[src/rtl/reduce_xor_pipe.sv]
// rtl/reduce_xor_pipe.sv - pipelined FAN_IN-ary XOR reduction tree on a valid/ready stream
// Define REDUCE_XOR_PIPE_CLEAR_EN to zero stage data whenever a stage loads an empty slot.
module reduce_xor_pipe #(
    parameter int NUM_ELEMENTS  = 5,
    parameter int ELEMENT_WIDTH = 4,
    parameter int FAN_IN        = 2
) (
    input  logic                                  in_clock,
    input  logic                                  in_reset,
    input  logic [NUM_ELEMENTS*ELEMENT_WIDTH-1:0] in_elements,
    input  logic                                  in_valid,
    output logic                                  in_ready,
    output logic [ELEMENT_WIDTH-1:0]              out_xor,
    output logic                                  out_valid,
    input  logic                                  out_ready
);

    function automatic int calc_levels(input int n, input int f);
        int l;
        int m;
        l = 0;
        m = n;
        while (m > 1) begin
            m = (m + f - 1) / f;
            l++;
        end
        return (l == 0) ? 1 : l;
    endfunction

    localparam int W      = ELEMENT_WIDTH;
    localparam int LEVELS = calc_levels(NUM_ELEMENTS, FAN_IN);
    localparam int N0     = (NUM_ELEMENTS + FAN_IN - 1) / FAN_IN;
    localparam int PADN   = N0 * FAN_IN;

    // Every level is sized for the widest level; words past n_k stay zero, so a
    // plain XOR over the zero-padded upstream yields the partial last group too.
    logic [N0-1:0][W-1:0]   data_q [LEVELS];
    logic [N0-1:0][W-1:0]   data_d [LEVELS];
    logic [PADN-1:0][W-1:0] src    [LEVELS];
    logic [LEVELS-1:0]      valid_q;
    logic [LEVELS-1:0]      up_valid;
    logic [LEVELS-1:0]      rdy;

    // r_k = out_ready or any stage at or after k is empty
    always_comb begin
        logic acc;
        acc = out_ready;
        rdy = '0;
        for (int k = LEVELS - 1; k >= 0; k--) begin
            acc    = acc | ~valid_q[k];
            rdy[k] = acc;
        end
    end

    assign in_ready  = rdy[0];
    assign out_valid = valid_q[LEVELS-1];

    always_comb begin
        logic [W-1:0] acc;
        src[0]                    = '0;
        src[0][NUM_ELEMENTS-1:0]  = in_elements;
        up_valid                  = '0;
        up_valid[0]               = in_valid;
        for (int k = 1; k < LEVELS; k++) begin
            src[k]         = '0;
            src[k][N0-1:0] = data_q[k-1];
            up_valid[k]    = valid_q[k-1];
        end
        for (int k = 0; k < LEVELS; k++) begin
            for (int g = 0; g < N0; g++) begin
                acc = '0;
                for (int j = 0; j < FAN_IN; j++) begin
                    acc = acc ^ src[k][g*FAN_IN+j];
                end
                data_d[k][g] = acc;
            end
`ifdef REDUCE_XOR_PIPE_CLEAR_EN
            if (!up_valid[k]) begin
                data_d[k] = '0;
            end
`endif
        end
    end

    always_ff @(posedge in_clock or posedge in_reset) begin
        if (in_reset) begin
            valid_q <= '0;
            for (int k = 0; k < LEVELS; k++) begin
                data_q[k] <= '0;
            end
        end else begin
            for (int k = 0; k < LEVELS; k++) begin
                if (rdy[k]) begin
                    valid_q[k] <= up_valid[k];
                    data_q[k]  <= data_d[k];
                end
            end
        end
    end

    // Only word 0 of the last level is ever non-zero; folding all words keeps every bit live.
    always_comb begin
        out_xor = '0;
        for (int g = 0; g < N0; g++) begin
            out_xor = out_xor ^ data_q[LEVELS-1][g];
        end
    end

endmodule

[config.mk]
export PLATFORM = sky130hd
export DESIGN_NAME = reduce_xor_pipe
export DESIGN_NICKNAME = d
export VERILOG_FILES = /design/src/rtl/reduce_xor_pipe.sv
export SDC_FILE = /design/constraint.sdc
export NUM_CORES = 1
export LEC_CHECK = 0
export CAP_MARGIN = 20
export CORE_UTILIZATION = 37
export CTS_CLUSTER_DIAMETER = 150
export DETAILED_ROUTE_END_ITERATION = 10
export DONT_BUFFER_PORTS = 1
export PLACE_DENSITY = 0.54
export SYNTH_ARGS = -nofsm -noshare
export SYNTH_HDL_FRONTEND = slang
export SYNTH_SLANG_ARGS = --single-unit
[constraint.sdc]
create_clock -name in_clock -period 3.3 [get_ports in_clock]
set_input_delay 0.495 -clock in_clock [delete_from_list [all_inputs] [get_ports in_clock]]
set_output_delay 0.495 -clock in_clock [all_outputs]
set_load 0.005 [all_outputs]
# Word level (Yosys, flattened, before mapping)
# Index checks and enable logic that the tools add are counted.
# classes
bitwise,10
# op_table
op,n
$xor 4x4->4,4
$not 1->1,3
$or 1x1->1,3
# word_totals
register_bits,27
out_inout_bits,6

# Longest topological paths before layout
# logic_depth
word_depth,4
mapped_depth,3
depth_no_buf,2

# Worst setup path after synthesis
# Ideal clock, no wire load.
# synth_timing
path_type,input to output
from,in out_ready
to,out in_ready
arrival_ns,0.855
path_slack_ns,1.950
path_stages,2
path_buffers,1
cell_sequence,nand4b_4 buf_6
# synth_via
elab_chain_cells,3
# synth_rtl
item,line,text
from (decl),15,input logic out_ready
$or 1x1->1 (3 in a row),50,acc = acc | ~valid_q[k];
to (decl),12,"output logic in_ready,"
# No other way between the ends.

# Worst setup path after layout
# layout_timing
from,reg valid_q[2]
to,out in_ready
# layout_via
elab_chain_cells,4
# layout_rtl
item,line,text
from (decl),40,logic [LEVELS-1:0] valid_q;
"from (signal, indexed assignment)",94,valid_q[k] <= up_valid[k];
$not 1->1,50,
$or 1x1->1 (3 in a row),50,
# No other way between the ends.

==> summary.txt <==
Kind of start point of the critical path: register
Post-synth ARST share: 1.000
CP Cell Sequence: nand4b_4
Sequential fraction of the synthesis area: 0.5533
RSZ-0062 raised after global routing: no
Die area: 0.003534 mm²
Hpwl dp: 1141 µm
Slowest stage delay, CP: 0.48 ns
Initial core utilization: 0.3935
Min-delay worst type: in -> reg
Inst Count DP: 118
Setup TNS: 0 ns
Top-count cell post-synth: dfrtp_1
Synth cell count leaders: dfrtp_1, mux2_2, xor2_1
Vias/cell: 4.524
Chip width: 59.45 µm
Number of fill cells: 321
CTS tree: done
Synth Net Count: 103
FF+latch count, synth: 27
Final min period: 1.632 ns
Antenna violations before repair: 0
First-pass GRT wire length: 2628 µm
Gr busiest metal: met1
Syn Inst Count: 79
WS Path Type: reg -> out
M3 GR Usage: 0.04803
Yosys warnings: 0
Relative slew slack: 0.7675
Max Clock Freq: 0.6129 GHz
Routed length per placed instance: 12.71 µm
Reg area: 675.6 µm²
Vias in the first global route: 554
Dpl cell area: 0.001235 mm²
Layout cells sized above 1: 0.3750
Final hold vios: 0
Met1 usage: 0.1476
CP Buf/Inv Count: 0
Sink Count: 27
Non-filler cells, final: 124
Antenna-violating nets left: 0
Post CTS Setup Buffer Count: 0
Layout Area Growth over Synthesis: 6.353%
I/O Pins: 30
Final setup violation count: 0
CP arrival: 1.14 ns
# port buffers: 0
Met2 Use GR: 0.1413
Max Slew Vio Count: 0
Post-synth EDFFs: 0
Share of Yosys cell area claimed by the top area cell type: 0.5533
Setup crit end kind: primary output
Root Buffer: clkbuf_4
Post-route DRC: 0
Drt pass-1 iters: 2
Die Ht: 59.45 µm
Slowest cell on crit path: dfrtp_1
DR vias: 561
Clk buf depth: 2
Cell family with most CP delay: flip-flops
Num rows: 20
Cell taking the most area after synthesis: dfrtp_1
Leak: 0.5856 nW
GRT Util Overall: 0.1045
Final worst-path cycle share: 0.4944
Core footprint: 0.003103 mm²
Number of H-tree levels: 1
Avg Inst Size Synth: 15.46 µm²
Peak supply drop: 0.0003239 V
Clock insertion delay at the later pin of the skew report: 0.31 ns
Post_cts resized: 0
Gpl congestion: 0.6399
Nets: 105
Skew final: 0.007529 ns
Crit-path max FO: 14
Req. time, crit path: 2.80 ns
Max cap viols: 0
Area of the multi-input gates: 500.5 µm²
Pwr dens: 563.7 mW/mm²
Cell area after layout: 0.001299 mm²
Total grt overflow: 0
Netlist Area Pre-Place: 0.001221 mm²
Outcome: finished clean
Largest net degree at the start of global routing: 28
DRT iter0 DRCs: 25
Diodes inserted: 0
Wirelength, routed: 1576 µm
Main flop type after synthesis: dfrtp_1
Ranking of synthesized cells by area: dfrtp_1, mux2_2, xor2_1, mux2_4, buf_4
Netlist cell types: 10
Worst-Margin Slew: 0.3483 ns
Reg clk slew, reported paths: 0.14 ns
Total clock buffers created by CTS: 3
==> power breakdown <==
part | total, mW | internal (mW) | switching (mW)
clock | 0.135 | 0.0472 | 0.0879
sequential | 0.454 | 0.404 | 0.0504
combinational | 0.143 | 0.0956 | 0.0471
==> cells by family after synthesis <==
logic type,Yosys count,synth area share
xor gates and xnor gates,16,0.1148
buffers and inverters,6,0.03688
DFF,27,0.5533
muxes,24,0.2459
and+or+nand+nor,6,0.04917
==> layout by cell type, fill, tap and decap left out <==
cell type	synthesis	routed
mux2_2	16	16
dlygate4sd3_1	0	1
inv_1	1	1
mux2_4	8	8
nand2b_1	4	4
xor2_1	16	16
dfrtp_1	27	27
nand3b_2	1	1
clkbuf_1	0	1
clkbuf_4	0	3
buf_16	0	1
nand4b_4	1	1
==> routing by layer <==
layer / vias up / part of all wire
met1: 271 / 0.49
met3: 2 / 0.074
met5: - / 0
met2: 22 / 0.43
met4: 0 / 0.013
li1: 266 / -
==> area by class of cell <==
type,count,share of cell area
Clock buffer,4,0.02023
Inverter,1,0.002890
Multi-Input combinational cell,46,0.3854
Sequential cell,27,0.5202
Tap cell,44,0.04239
Timing Repair Buffer,2,0.02890
==> timing repair <==
item,4_1_cts,5_1_grt
hold endpoints to repair,0,3
hold buffers,0,1
setup endpoints to repair,0,0
==> final timing paths <==
kind	startpoint	to	slack, ns	depth (start not counted)
worst max-delay path	valid_q[2]$_DFFE_PP0P_	in_ready	1.67	1
worst min-delay path	in_valid	valid_q[0]$_DFFE_PP0P_	0.28	1
worst max register to register	valid_q[2]$_DFFE_PP0P_	data_q[28]$_DFFE_PP0P_	1.97	2
worst min register to register	data_d[17]$_DFFE_PP0P_	data_q[17]$_DFFE_PP0P_	0.52	1
max in group asynchronous	in_reset	data_q[29]$_DFFE_PP0P_	2.39	3
min in group asynchronous	in_reset	data_q[25]$_DFFE_PP0P_	0.53	2
==> through the flow <==
step / hold WS (ns) / util / power, mW / setup WS [ns]
2_1_floorplan: 0.4749 / - / 0.6112 / 1.950
3_3_place_gp: 0.4864 / 0.3980 / 0.5997 / 1.894
3_5_place_dp: 0.4970 / 0.3980 / 0.6060 / 1.904
4_1_cts: 0.2669 / 0.4065 / 0.7430 / 1.637
5_1_grt: 0.2517 / 0.4185 / 0.7855 / 1.576
6_report: 0.2792 / 0.4185 / 0.7321 / 1.668
==> registers in the layout (all words and copies together) (netlist names) <==
register	count
data_d	4
data_q	20
valid_q	3
Power figures use the tool's default switching activity.
==> RTL change 1 (config.mk and constraints unchanged) <==
The parameter `ELEMENT_WIDTH` goes from 4 to 6.
--- a/src/rtl/reduce_xor_pipe.sv
+++ b/src/rtl/reduce_xor_pipe.sv
@@ -4,3 +4,3 @@
     parameter int NUM_ELEMENTS  = 5,
-    parameter int ELEMENT_WIDTH = 4,
+    parameter int ELEMENT_WIDTH = 6,
     parameter int FAN_IN        = 2
Ports: changed (resized in_elements and out_xor); port bits go from 30 to 42. The function was not compared with the original's and may differ.
==> RTL change 1 against the original RTL <==
- setup slack worse by 0.42 ns
- clock skew is 0.0019 ns lower
- sequential power is 47% higher
- final cell count is 47% higher
- maximum frequency is 21% lower
- sequential cell count is 12 higher
- area after synthesis is 48% higher
- count of clock-buffer cells in the layout is 4 higher
- wire length is 62% higher
- cell area is 47% higher
- power is 67% higher
- largest power group unchanged
- highest routed layer unchanged
==> RTL change 1: results <==
[synthesis]
syn_nets = 150
yosys_warnings = 0
ys_seq_area_share_pct = 54.02
synth_area_leaders = dfrtp_1, mux2_4, xor2_1
yosys-top-cells-count = dfrtp_1, xor2_1, mux2_2, mux2_4, buf_4
synth_cell_types = 11
async_flop_share_pct = 100.0

[routing]
wirelength_um = 2557
dr_wl_met3_um = 180
initialDrtViolationCount = 35
firstDrtPassIters = 4
top_layer = met4
met1_length_um = 1160
dr_total_vias = 815
wl_met2_um = 1179

[finish]
drive_gt1_share_pct = 40.00
registers.top_by_ff_count = data_q
num-fill-cells = 437
n_antenna_cell = 0
largest_reg_flops = 30

[placement]
gp_congestion = 0.6588
numPortBuffers = 0
dpl.hpwl_um = 1776
placed_area_um2 = 1814

[power_and_ir_drop]
irDropWorstVdd_mv = 0.2574
cellLeakagePower_nw = 0.8830

[worst_setup_path]
cp_slowest_cell = nand4b_2
reg2reg_slack_ns = 1.33
reg2regPathDepth = 2
crit_family = simple AND/OR/NAND/NOR gates
r2r_start = valid_q[2]
cp_max_fo = 20
critPathMaxStageDelay_ns = 0.78
worst_ep_arrival_time_ns = 1.56
timing.rr.end = data_q[44]

[clock_tree]
ctsHoldBuffers = 0
clkTransAtPathRegs_ns = 0.07
clock-root-buffer = clkbuf_8
cts.repair.resized = 0
cts_setup_buffers = 0
cts_made_buffers = 5
cts_htree_levels = 2
clock_path_buffers = 2
worstSkewPairLatency_ns = 0.28

[sta]
slew_headroom_pct = 37.05
skew_ns = 0.005583

[grt]
grt_max_degree = 40
antenna_found_initial = 0
grt_pass1_vias = 885
grt_pass1_wl_um = 4388
grt_usage_pct = 11.73

[worst_hold_path]
min_path_type = in -> async

[status]
outcome = completed
## RTL change 1: changes by cell type after synthesis
cell	change
buf_2	+1
buf_6	+2
mux2_2	+2
dfrtp_1	+12
xor2_1	+8
nand4b_4	-1
mux2_4	+10
nand4b_2	+1
nand3b_2	-1
buf_4	+2
nand3b_4	+1
## RTL change 1: kinds of logic after synthesis
kind of cell,count (synthesis),share of synthesized area (%)
simple gates,6,3.324
mux,36,26.18
flops,39,54.02
buf+inv,11,4.847
xor+xnor,24,11.63
## RTL change 1: layer usage
| layer | up-vias | GRT usage (%) |
|---|---|---|
| li1 | 373 | - |
| met1 | 407 | 14.61 |
| met2 | 30 | 17.40 |
| met3 | 5 | 5.907 |
| met4 | 0 | 4.575 |
| met5 | - | 0 |
## RTL change 1: worst max path at each step
| stage | start | endpoint | slack, ns | cells past startpoint |
|---|---|---|---|---|
| final | valid_q[2] | in_ready | 1.24 | 1 |
| after global routing | valid_q[2] | in_ready | 1.11 | 1 |
| after CTS | valid_q[2] | in_ready | 1.21 | 1 |
| after detailed placement | out_ready | data_q[44] | 1.25 | 2 |
| after global placement | out_ready | data_d[25] | 1.31 | 2 |
| after floorplan | in_reset | data_d[24] | 1.92 | 1 |
## RTL change 1: cell type report
| cell class | count | share of cell area [%] |
|---|---|---|
| multi-input cells | 66 | 38.82 |
| inverters | 1 | 0.1961 |
| clock buffers | 8 | 5.229 |
| well taps | 67 | 4.379 |
| repair buffers | 1 | 0.3922 |
| flip-flops and latches | 39 | 50.98 |
## RTL change 1: per-stage QoR
step | std cells | util, % | worst slack [ns] | hold WS (ns)
after floorplan | 116 | - | 1.916 | 0.4561
after CTS | 182 | 40.53 | 1.206 | 0.2302
after global routing | 182 | 40.53 | 1.107 | 0.2536
after global placement | 174 | 38.41 | 1.308 | 0.4603
final | 182 | 40.53 | 1.244 | 0.2074
after detailed placement | 174 | 38.41 | 1.247 | 0.4747
## RTL change 1: where the power goes
group          switching (mW)  internal [mW]
clock network           0.150          0.191
logic                  0.0722          0.143
registers              0.0783          0.587
total                   0.300          0.921
==> RTL change 2 (config.mk and constraints unchanged) <==
Without the edit above. Make the reset (`in_reset`) synchronous in one clocked block.
--- a/src/rtl/reduce_xor_pipe.sv
+++ b/src/rtl/reduce_xor_pipe.sv
@@ -84,3 +84,3 @@
 
-    always_ff @(posedge in_clock or posedge in_reset) begin
+    always_ff @(posedge in_clock) begin
         if (in_reset) begin
Check against the original RTL: differs if in_reset is asserted again (counterexample within 4 cycles, from zero or initial values and one cycle with in_reset high); with in_reset held inactive, the same outputs for 10 cycles.
==> RTL change 2 against the original RTL <==
- sequential cell count did not move
- setup slack got worse by 0.40 ns
- count of clock-buffer cells in the layout unchanged
- highest routed layer unchanged
- area after synthesis is 7.2% higher
- critical path depth grew 1
- wire length is 7.0% lower
- cell area rose by 1.8%
- sequential share of layout area grew 7.0 points
Power is not compared: it rests on default switching activity, and its combinational part moved more than twofold at a synthesized area within 25%.
==> RTL change 2: results <==
[routing]
wirelength_um = 1466
initialDrtViolationCount = 5
vias_per_cell = 4.500

[grt]
grt_pass1_wl_um = 2559
grt_max_degree = 31
grt_pass1_vias = 572
grt_usage_pct = 9.615

[synthesis]
synth_cell_types = 17
synth_edf_count = 24
synth_largest_area_cell = edfxtp_1
synth_area_leaders = edfxtp_1, nor3_2, xnor2_1
syn_area_um2 = 1309
yosys-top-cells-count = edfxtp_1, nor3_2, xnor2_1

[worst_setup_path]
timing.rr.end = data_q[0][2]
cp_max_fo = 13
reg2reg_slack_ns = 1.40
critPathLaunch = valid_q[2]
worst_ep_arrival_time_ns = 1.53
r2r_start = valid_q[2]

[sta]
skew_ns = 0.007497
slew_headroom_pct = 55.72

[placement]
dpl.hpwl_um = 1033
gp_congestion = 0.6241

[finish]
drive_gt1_share_pct = 29.76
fin_nets = 109

[status]
outcome = completed
==> RTL change 2: layer usage <==
layer | global-route usage [%] | part of all wire, % | up-vias
li1 | - | - | 298
met1 | 11.44 | 42 | 262
met2 | 15.84 | 50 | 23
met3 | 4.202 | 6.1 | 2
met4 | 2.857 | 1.2 | 0
met5 | 0 | 0 | -
==> RTL change 2: how the worst min path moves through the flow <==
stage | start | to | slack [ns] | cells after the start
after CTS | in_reset | valid_q[0] | 0.21 | 1
after global placement | valid_q[1] | valid_q[2] | 0.44 | 2
after global routing | in_reset | valid_q[2] | 0.20 | 1
final | in_reset | valid_q[0] | 0.23 | 1
after detailed placement | valid_q[1] | valid_q[2] | 0.45 | 2
after floorplan | valid_q[1] | valid_q[2] | 0.43 | 2
==> RTL change 2: final cells by class <==
class                      instances  area, µm²  share of cell area, %
sequential                        27      780.7                  59.03
multi-input combinational         48      435.4                  32.92
tap                               46      57.56                  4.352
clock buffer                       4      26.28                  1.987
inverter                           4      15.01                  1.135
timing repair buffer               1      7.507                 0.5676
==> RTL change 2: logic make-up after synthesis <==
| group | share of synthesized area, % |
|---|---|
| simple gates | 21.42 |
| flops | 59.66 |
| xor+xnor | 10.71 |
| buf+inv | 7.074 |
| compound gates | 1.147 |
==> RTL change 2: critical path, stage by stage (launching register included) <==
cell	delay, ns
dfxtp_1	0.41
and4b_1	0.66
inv_1	0.16
==> RTL change 2: through the flow <==
step / cells / area (µm²) / setup WS (ns)
CTS: 130 / 1323 / 1.225
detailed placement: 126 / 1296 / 1.220
global placement: 126 / 1296 / 1.252
finish: 130 / 1323 / 1.271
floorplan: 89 / 1309 / 1.830
global route: 130 / 1323 / 1.133
